[config.mk]
export PLATFORM = sky130hd
export DESIGN_NAME = fsm_eg_stim_gen
export DESIGN_NICKNAME = d
export VERILOG_FILES = /design/src/rtl/fsm_eg_stim_gen.sv
export SDC_FILE = /design/constraint.sdc
export NUM_CORES = 1
export LEC_CHECK = 0
export BUFFER_PORTS_ARGS = -buffer_cell sky130_fd_sc_hd__buf_2
export CAP_MARGIN = 20
export CORE_MARGIN = 5
export CORE_UTILIZATION = 53
export DETAILED_ROUTE_END_ITERATION = 10
export GPL_ROUTABILITY_DRIVEN = 0
export PLACE_DENSITY = 0.9
export SLEW_MARGIN = 20
export SYNTH_ARGS = -nofsm -noshare
export SYNTH_HDL_FRONTEND = slang
export SYNTH_SLANG_ARGS = --single-unit
[constraint.sdc]
create_clock -name clk -period 2.35 [get_ports clk]
set_input_delay 0.47 -clock clk [delete_from_list [all_inputs] [get_ports clk]]
set_output_delay 0.47 -clock clk [all_outputs]
set_load 0.1 [all_outputs]
[src/rtl/fsm_eg_stim_gen.sv]
// fsm_eg_stim_gen
//   Stimulus driver and response checker for the two-input, three-state
//   example FSM. It replays a latched (a,b) pattern into the FSM one step per
//   clock, runs a golden copy of that FSM in lock-step, compares the returned
//   y0/y1 on every driven cycle, and leaves the FSM in s0 when a run ends.
//
//   Build option: define FSM_EG_CHECK_EN to compile in the golden-model
//   comparison and the err/err_cnt registers. Without it err/err_cnt are
//   constant zero and y0_in/y1_in are ignored; stimulus is unchanged.
//
// Ports
//   clk        in   system clock, rising edge
//   reset      in   synchronous, active-high
//   start      in   run request, sampled only when idle (or in the done cycle)
//   len        in   number of steps minus 1
//   pat_a      in   bit i is 'a' for step i
//   pat_b      in   bit i is 'b' for step i
//   a, b       out  registered drive to the FSM
//   y0_in      in   FSM Mealy output
//   y1_in      in   FSM Moore output
//   busy       out  high while stimulus is driven and checked
//   done_tick  out  one-cycle pulse after the last compared cycle
//   err        out  sticky mismatch flag
//   err_cnt    out  saturating mismatch count
module fsm_eg_stim_gen #(
  parameter int unsigned DEPTH = 16,
  parameter int unsigned CNT_W = 8
) (
  input  logic                     clk,
  input  logic                     reset,
  input  logic                     start,
  input  logic [$clog2(DEPTH)-1:0] len,
  input  logic [DEPTH-1:0]         pat_a,
  input  logic [DEPTH-1:0]         pat_b,
  output logic                     a,
  output logic                     b,
  input  logic                     y0_in,
  input  logic                     y1_in,
  output logic                     busy,
  output logic                     done_tick,
  output logic                     err,
  output logic [CNT_W-1:0]         err_cnt
);

  localparam int unsigned LW = $clog2(DEPTH);

  typedef enum logic [1:0] {ST_IDLE, ST_RUN, ST_FLUSH, ST_DONE} ctl_e;
  typedef enum logic [1:0] {M_S0, M_S1, M_S2} mdl_e;

  ctl_e             ctl_q;
  mdl_e             mdl_q, mdl_d;
  logic             a_q, b_q;
  logic             busy_q, done_q;
  logic [LW-1:0]    step_q, step_nx;
  logic [LW-1:0]    len_q;
  logic [DEPTH-1:0] pat_a_q, pat_b_q;

  // Golden model next state, driven by the registered a/b the FSM sees.
  always_comb begin
    mdl_d = M_S0;
    case (mdl_q)
      M_S0: begin
        if (a_q && b_q)      mdl_d = M_S2;
        else if (a_q)        mdl_d = M_S1;
        else                 mdl_d = M_S0;
      end
      M_S1:    mdl_d = a_q ? M_S0 : M_S1;
      default: mdl_d = M_S0;
    endcase
  end

  assign step_nx = step_q + LW'(1);

  always_ff @(posedge clk) begin
    if (reset) begin
      ctl_q   <= ST_IDLE;
      mdl_q   <= M_S0;
      a_q     <= 1'b0;
      b_q     <= 1'b0;
      busy_q  <= 1'b0;
      done_q  <= 1'b0;
      step_q  <= '0;
      len_q   <= '0;
      pat_a_q <= '0;
      pat_b_q <= '0;
    end else begin
      mdl_q  <= mdl_d;
      done_q <= 1'b0;
      case (ctl_q)
        // The done cycle behaves as idle so a new run can begin at the edge
        // that ends the done_tick pulse.
        ST_IDLE, ST_DONE: begin
          ctl_q  <= ST_IDLE;
          a_q    <= 1'b0;
          b_q    <= 1'b0;
          busy_q <= 1'b0;
          if (start) begin
            ctl_q   <= ST_RUN;
            len_q   <= len;
            pat_a_q <= pat_a;
            pat_b_q <= pat_b;
            step_q  <= '0;
            a_q     <= pat_a[0];
            b_q     <= pat_b[0];
            busy_q  <= 1'b1;
          end
        end
        ST_RUN: begin
          if (step_q == len_q) begin
            // Leaving the FSM in s1 would strand it; one (1,0) cycle fixes it.
            if (mdl_d == M_S1) begin
              ctl_q <= ST_FLUSH;
              a_q   <= 1'b1;
              b_q   <= 1'b0;
            end else begin
              ctl_q  <= ST_DONE;
              a_q    <= 1'b0;
              b_q    <= 1'b0;
              busy_q <= 1'b0;
              done_q <= 1'b1;
            end
          end else begin
            step_q <= step_nx;
            a_q    <= pat_a_q[step_nx];
            b_q    <= pat_b_q[step_nx];
          end
        end
        ST_FLUSH: begin
          ctl_q  <= ST_DONE;
          a_q    <= 1'b0;
          b_q    <= 1'b0;
          busy_q <= 1'b0;
          done_q <= 1'b1;
        end
        default: begin
          ctl_q  <= ST_IDLE;
          a_q    <= 1'b0;
          b_q    <= 1'b0;
          busy_q <= 1'b0;
        end
      endcase
    end
  end

  assign a         = a_q;
  assign b         = b_q;
  assign busy      = busy_q;
  assign done_tick = done_q;

`ifdef FSM_EG_CHECK_EN
  logic             exp_y0, exp_y1, mism, take, checking;
  logic             err_q;
  logic [CNT_W-1:0] cnt_q;

  always_comb begin
    exp_y0 = 1'b0;
    exp_y1 = 1'b0;
    case (mdl_q)
      M_S0: begin
        exp_y1 = 1'b1;
        exp_y0 = a_q & b_q;
      end
      M_S1:    exp_y1 = 1'b1;
      default: ;
    endcase
  end

  assign mism     = (y0_in != exp_y0) || (y1_in != exp_y1);
  assign take     = start && ((ctl_q == ST_IDLE) || (ctl_q == ST_DONE));
  assign checking = (ctl_q == ST_RUN) || (ctl_q == ST_FLUSH);

  always_ff @(posedge clk) begin
    if (reset) begin
      err_q <= 1'b0;
      cnt_q <= '0;
    end else if (take) begin
      err_q <= 1'b0;
      cnt_q <= '0;
    end else if (checking && mism) begin
      err_q <= 1'b1;
      if (cnt_q != '1) cnt_q <= cnt_q + CNT_W'(1);
    end
  end

  assign err     = err_q;
  assign err_cnt = cnt_q;
`else
  logic unused_y;
  assign unused_y = y0_in ^ y1_in;
  assign err      = 1'b0;
  assign err_cnt  = '0;
`endif

endmodule
==> metrics.txt <==
# TYPE chip_impl_metric gauge
chip_impl_metric{name="ios",unit=""} 54
chip_impl_metric{name="avg_vias_per_cell",unit=""} 5.25
chip_impl_metric{name="global_route.usage.met2",unit="%"} 26.4
chip_impl_metric{name="syn-cell-area",unit="mm^2"} 0.00224
chip_impl_metric{name="die_w",unit="um"} 75.1
chip_impl_metric{name="dp_hpwl",unit="um"} 3160
chip_impl_metric{name="p_leak",unit="nW"} 1.12
chip_impl_metric{name="setup-tns-final",unit="ns"} 0
chip_impl_metric{name="fmax",unit="GHz"} 0.490
chip_impl_metric{name="rows",unit=""} 23
chip_impl_metric{name="post_synthesis_sequential_element_count",unit=""} 48
chip_impl_metric{name="synth-async-reset-ratio",unit="%"} 0
chip_impl_metric{name="grt.met3_usage",unit="%"} 4.54
chip_impl_metric{name="core",unit="mm^2"} 0.00406
chip_impl_metric{name="fp.dieH",unit="um"} 75.1
chip_impl_info{name="rsz0062_at_grt",value="no"} 1
chip_impl_metric{name="n_fill_cell",unit=""} 333
chip_impl_metric{name="start_util",unit="%"} 55.3
chip_impl_metric{name="final.hold.worst_slack",unit="ns"} 0.402
chip_impl_metric{name="drt-pass1-iter-count",unit=""} 4
chip_impl_metric{name="synth_top_area_share",unit="%"} 42.8
chip_impl_metric{name="fin_nets",unit=""} 336
chip_impl_metric{name="tritoncts_num_sinks",unit=""} 48
chip_impl_metric{name="yosysSeqAreaShare",unit="%"} 42.8
chip_impl_metric{name="yosys_warnings",unit=""} 0
chip_impl_info{name="synth_top_flop_cell",value="sky130_fd_sc_hd__dfxtp_1"} 1
chip_impl_metric{name="cts_made_buffers",unit=""} 5
chip_impl_info{name="cpLargestDelayFamily",value="multiplexers"} 1
chip_impl_info{name="critical-path-top-cell-by-count",value="sky130_fd_sc_hd__mux2i_1"} 1
chip_impl_metric{name="synth_cells",unit=""} 254
chip_impl_metric{name="place.port_buffers",unit=""} 42
chip_impl_info{name="hold_path.class",value="primary input to register"} 1
chip_impl_metric{name="remaining_drc_errors",unit=""} 0
chip_impl_metric{name="placement.cell_area",unit="mm^2"} 0.00245
chip_impl_metric{name="critical_path_required",unit="ns"} 2.55
chip_impl_metric{name="worst_skew_pair.late_latency",unit="ns"} 0.29
chip_impl_info{name="reg2reg_to",value="a$_SDFF_PP0_"} 1
chip_impl_metric{name="groute.usage.overall",unit="%"} 15.9
chip_impl_info{name="ys_top_cells_by_area",value="sky130_fd_sc_hd__dfxtp_1 (43%), sky130_fd_sc_hd__nand2_1 (13%), sky130_fd_sc_hd__mux4_1 (9.4%), sky130_fd_sc_hd__a21oi_1 (8.3%), sky130_fd_sc_hd__mux2i_1 (4.5%)"} 1
chip_impl_metric{name="grt_overflow_total",unit=""} 0
chip_impl_metric{name="place.detailed.instances",unit=""} 335
chip_impl_info{name="layout_common_cells",value="sky130_fd_sc_hd__nand2_1 (76), sky130_fd_sc_hd__dfxtp_1 (48), sky130_fd_sc_hd__buf_2 (42)"} 1
chip_impl_metric{name="antenna_found_initial",unit=""} 0
chip_impl_metric{name="wirelength",unit="um"} 4330
chip_impl_metric{name="number_of_buffers_inserted_for_hold_repair_after_clock_tree_synthesis",unit=""} 0
chip_impl_metric{name="met1_usage",unit="%"} 20.2
chip_impl_metric{name="final-max-slew-violation-count",unit=""} 0
chip_impl_metric{name="antenna-diode-count",unit=""} 0
chip_impl_metric{name="num_vias",unit=""} 1802
chip_impl_metric{name="antenna_violating_nets_post_route",unit=""} 0
chip_impl_metric{name="worst_setup_hold_path_clk_slew",unit="ns"} 0.08
chip_impl_metric{name="worst-r2r-setup-slack",unit="ns"} 0.31
chip_impl_info{name="outcome",value="finished, final reports clean"} 1
chip_impl_metric{name="hold_viol_final",unit=""} 0
chip_impl_metric{name="synth_cell_types",unit=""} 36
chip_impl_metric{name="synth_edf_count",unit=""} 0
chip_impl_metric{name="cp_slowest_stage_delay",unit="ns"} 0.62
chip_impl_info{name="critical_path_sink_type",value="register"} 1
chip_impl_info{name="cts.root.buffer_cell",value="sky130_fd_sc_hd__clkbuf_8"} 1
chip_impl_info{name="mostFrequentLayoutCell",value="sky130_fd_sc_hd__nand2_1"} 1
chip_impl_metric{name="grt_pass1_wl",unit="um"} 6910
chip_impl_info{name="tritoncts",value="yes"} 1
chip_impl_metric{name="maxCapViolCount",unit=""} 0
chip_impl_info{name="post-synth-top-area-cell",value="sky130_fd_sc_hd__dfxtp_1"} 1
chip_impl_metric{name="drt_first_iter_violations",unit=""} 80
chip_impl_metric{name="cts_setup_buffers",unit=""} 0
chip_impl_info{name="r2r_start",value="step_q[1]$_SDFFE_PP0P_"} 1
chip_impl_metric{name="layout.cell_area.non_filler",unit="mm^2"} 0.00255
chip_impl_metric{name="worst-path-max-fanout",unit=""} 9
chip_impl_metric{name="critPathArrivalTime",unit="ns"} 2.24
chip_impl_metric{name="avgSynthCellArea",unit="um^2"} 8.83
chip_impl_metric{name="drive_gt1_share",unit="%"} 20.1
chip_impl_metric{name="final.setup_skew",unit="ns"} 0.00400
chip_impl_metric{name="finalCritPeriodShare",unit="%"} 86.9
chip_impl_metric{name="cts.path.max_buffers",unit=""} 2
chip_impl_metric{name="path_depth",unit=""} 5
chip_impl_metric{name="post_cts_sizing_count",unit=""} 0
chip_impl_metric{name="report.power.total",unit="mW"} 2.69
chip_impl_info{name="globalRoute.busiestLayer",value="met2"} 1
chip_impl_metric{name="critical_path.n_buffers_inverters",unit=""} 0
chip_impl_metric{name="rr_worst_depth",unit=""} 5
chip_impl_metric{name="vias_in_the_first_global_route",unit=""} 1623
chip_impl_metric{name="h-tree-depth",unit=""} 2
chip_impl_metric{name="die_ar",unit="mm^2"} 0.00563
chip_impl_metric{name="report.final.setup_viol",unit=""} 0
chip_impl_metric{name="pin_count_of_the_biggest_net_entering_global_routing",unit=""} 38
chip_impl_info{name="path_class",value="register to register"} 1
chip_impl_metric{name="layout_min_cycle_time",unit="ns"} 2.04
chip_impl_metric{name="vdd_drop_max",unit="uV"} 511
chip_impl_metric{name="final-instance-count-excl-fill",unit=""} 343
chip_impl_metric{name="area_delta_synth_final",unit="%"} 13.8
chip_impl_metric{name="power.density_cell_area",unit="mW/mm^2"} 1050
chip_impl_info{name="critical_path.startpoint_type",value="register"} 1
chip_impl_info{name="cp-startpoint",value="step_q[1]$_SDFFE_PP0P_"} 1
chip_impl_info{name="timing.critical_path.cells",value="ha_1 -> mux4_1 -> mux2i_1 -> mux2i_1 -> a21o_1"} 1
chip_impl_metric{name="routed_wire_per_std_cell",unit="um"} 12.6
chip_impl_info{name="crit_path_end",value="a$_SDFF_PP0_"} 1
chip_impl_info{name="worst_path_max_delay_cell",value="sky130_fd_sc_hd__mux4_1"} 1
[cell usage after synthesis, types with 2 or more instances]
cell,n
sky130_fd_sc_hd__a21oi_1,37
sky130_fd_sc_hd__buf_1,4
sky130_fd_sc_hd__buf_2,5
sky130_fd_sc_hd__buf_4,9
sky130_fd_sc_hd__clkbuf_1,5
sky130_fd_sc_hd__dfxtp_1,48
sky130_fd_sc_hd__ha_1,3
sky130_fd_sc_hd__inv_1,3
sky130_fd_sc_hd__mux2i_1,10
sky130_fd_sc_hd__mux4_1,8
sky130_fd_sc_hd__nand2_1,76
sky130_fd_sc_hd__nand3_1,2
sky130_fd_sc_hd__nor2_1,12
sky130_fd_sc_hd__nor2b_1,2
sky130_fd_sc_hd__nor3_1,2
sky130_fd_sc_hd__nor3b_1,2
sky130_fd_sc_hd__o21ai_0,3
sky130_fd_sc_hd__xnor2_1,5
[power by group]
part / total [mW] / leakage (nW) / switching (mW) / internal (mW)
clock network: 0.572 / 0.0552 / 0.256 / 0.316
registers: 1.05 / 0.393 / 0.0821 / 0.970
logic: 1.06 / 0.670 / 0.690 / 0.375
[area by class of cell]
type	count	area (um^2)	area share, %
Clock inverter	2	35.0	1.37
Timing Repair Buffer	47	248	9.70
Tap cell	50	62.6	2.45
Sequential cell	48	961	37.6
Multi-Input combinational cell	187	1160	45.6
Clock buffer	6	72.6	2.84
Inverter	3	11.3	0.441
[flip-flops by register name, summed over array words and instances (netlist names)]
signal,flops
done_tick,1
pat_b_q,16
busy,1
b,1
len_q,4
pat_a_q,16
mdl_q,2
step_q,4
a,1
ctl_q,2
[tightest hold or removal path, delay by kind of cell]
kind                   cells  cell delay [ns]
AO/OA/AOI/OAI              1             0.05
AND/OR/NAND/NOR            1             0.04
buffers and inverters      1             0.10
[routing by layer]
metal  vias to the layer above  part of all wire [%]
li1                        914                     -
met1                       829                    45
met2                        52                    47
met3                         7                   6.4
met4                         0                   1.3
met5                         -                     0
[cells by family (layout without fill, tap and decap cells)]
| family | Yosys count | count (layout) | share of synthesized area (%) |
|---|---|---|---|
| AOI/OAI and AO/OA | 50 | 50 | 12.9 |
| muxes | 18 | 18 | 13.8 |
| other | 1 | 9 | 0.167 |
| and+or+nand+nor | 101 | 101 | 18.7 |
| xor gates and xnor gates | 6 | 6 | 3.18 |
| buffers and inverters | 27 | 58 | 6.64 |
| DFF | 48 | 48 | 42.8 |
| adders and majority gates | 3 | 3 | 1.67 |
[worst min path at each step]
stage / startpoint / to / slack (ns) / cells past startpoint
floorplan: pat_a_q[11]$_SDFFE_PP0P_ / pat_a_q[11]$_SDFFE_PP0P_ / 0.43 / 2
CTS: pat_a[3] / pat_a_q[3]$_SDFFE_PP0P_ / 0.40 / 3
global route: pat_a[8] / pat_a_q[8]$_SDFFE_PP0P_ / 0.40 / 3
finish: pat_b[3] / pat_b_q[3]$_SDFFE_PP0P_ / 0.40 / 3
detailed placement: pat_a_q[1]$_SDFFE_PP0P_ / pat_a_q[1]$_SDFFE_PP0P_ / 0.45 / 2
global placement: pat_a_q[4]$_SDFFE_PP0P_ / pat_a_q[4]$_SDFFE_PP0P_ / 0.44 / 2
[metrics by stage]
| stage | util (%) | worst slack, ns |
|---|---|---|
| 6_report | 62.9 | 0.309 |
| 5_1_grt | 62.9 | 0.172 |
| 4_1_cts | 62.9 | 0.293 |
| 3_5_place_dp | 60.3 | 0.313 |
| 3_3_place_gp | 60.3 | 0.352 |
| 2_1_floorplan | - | 0.383 |
(Power assumes the default switching activity.)
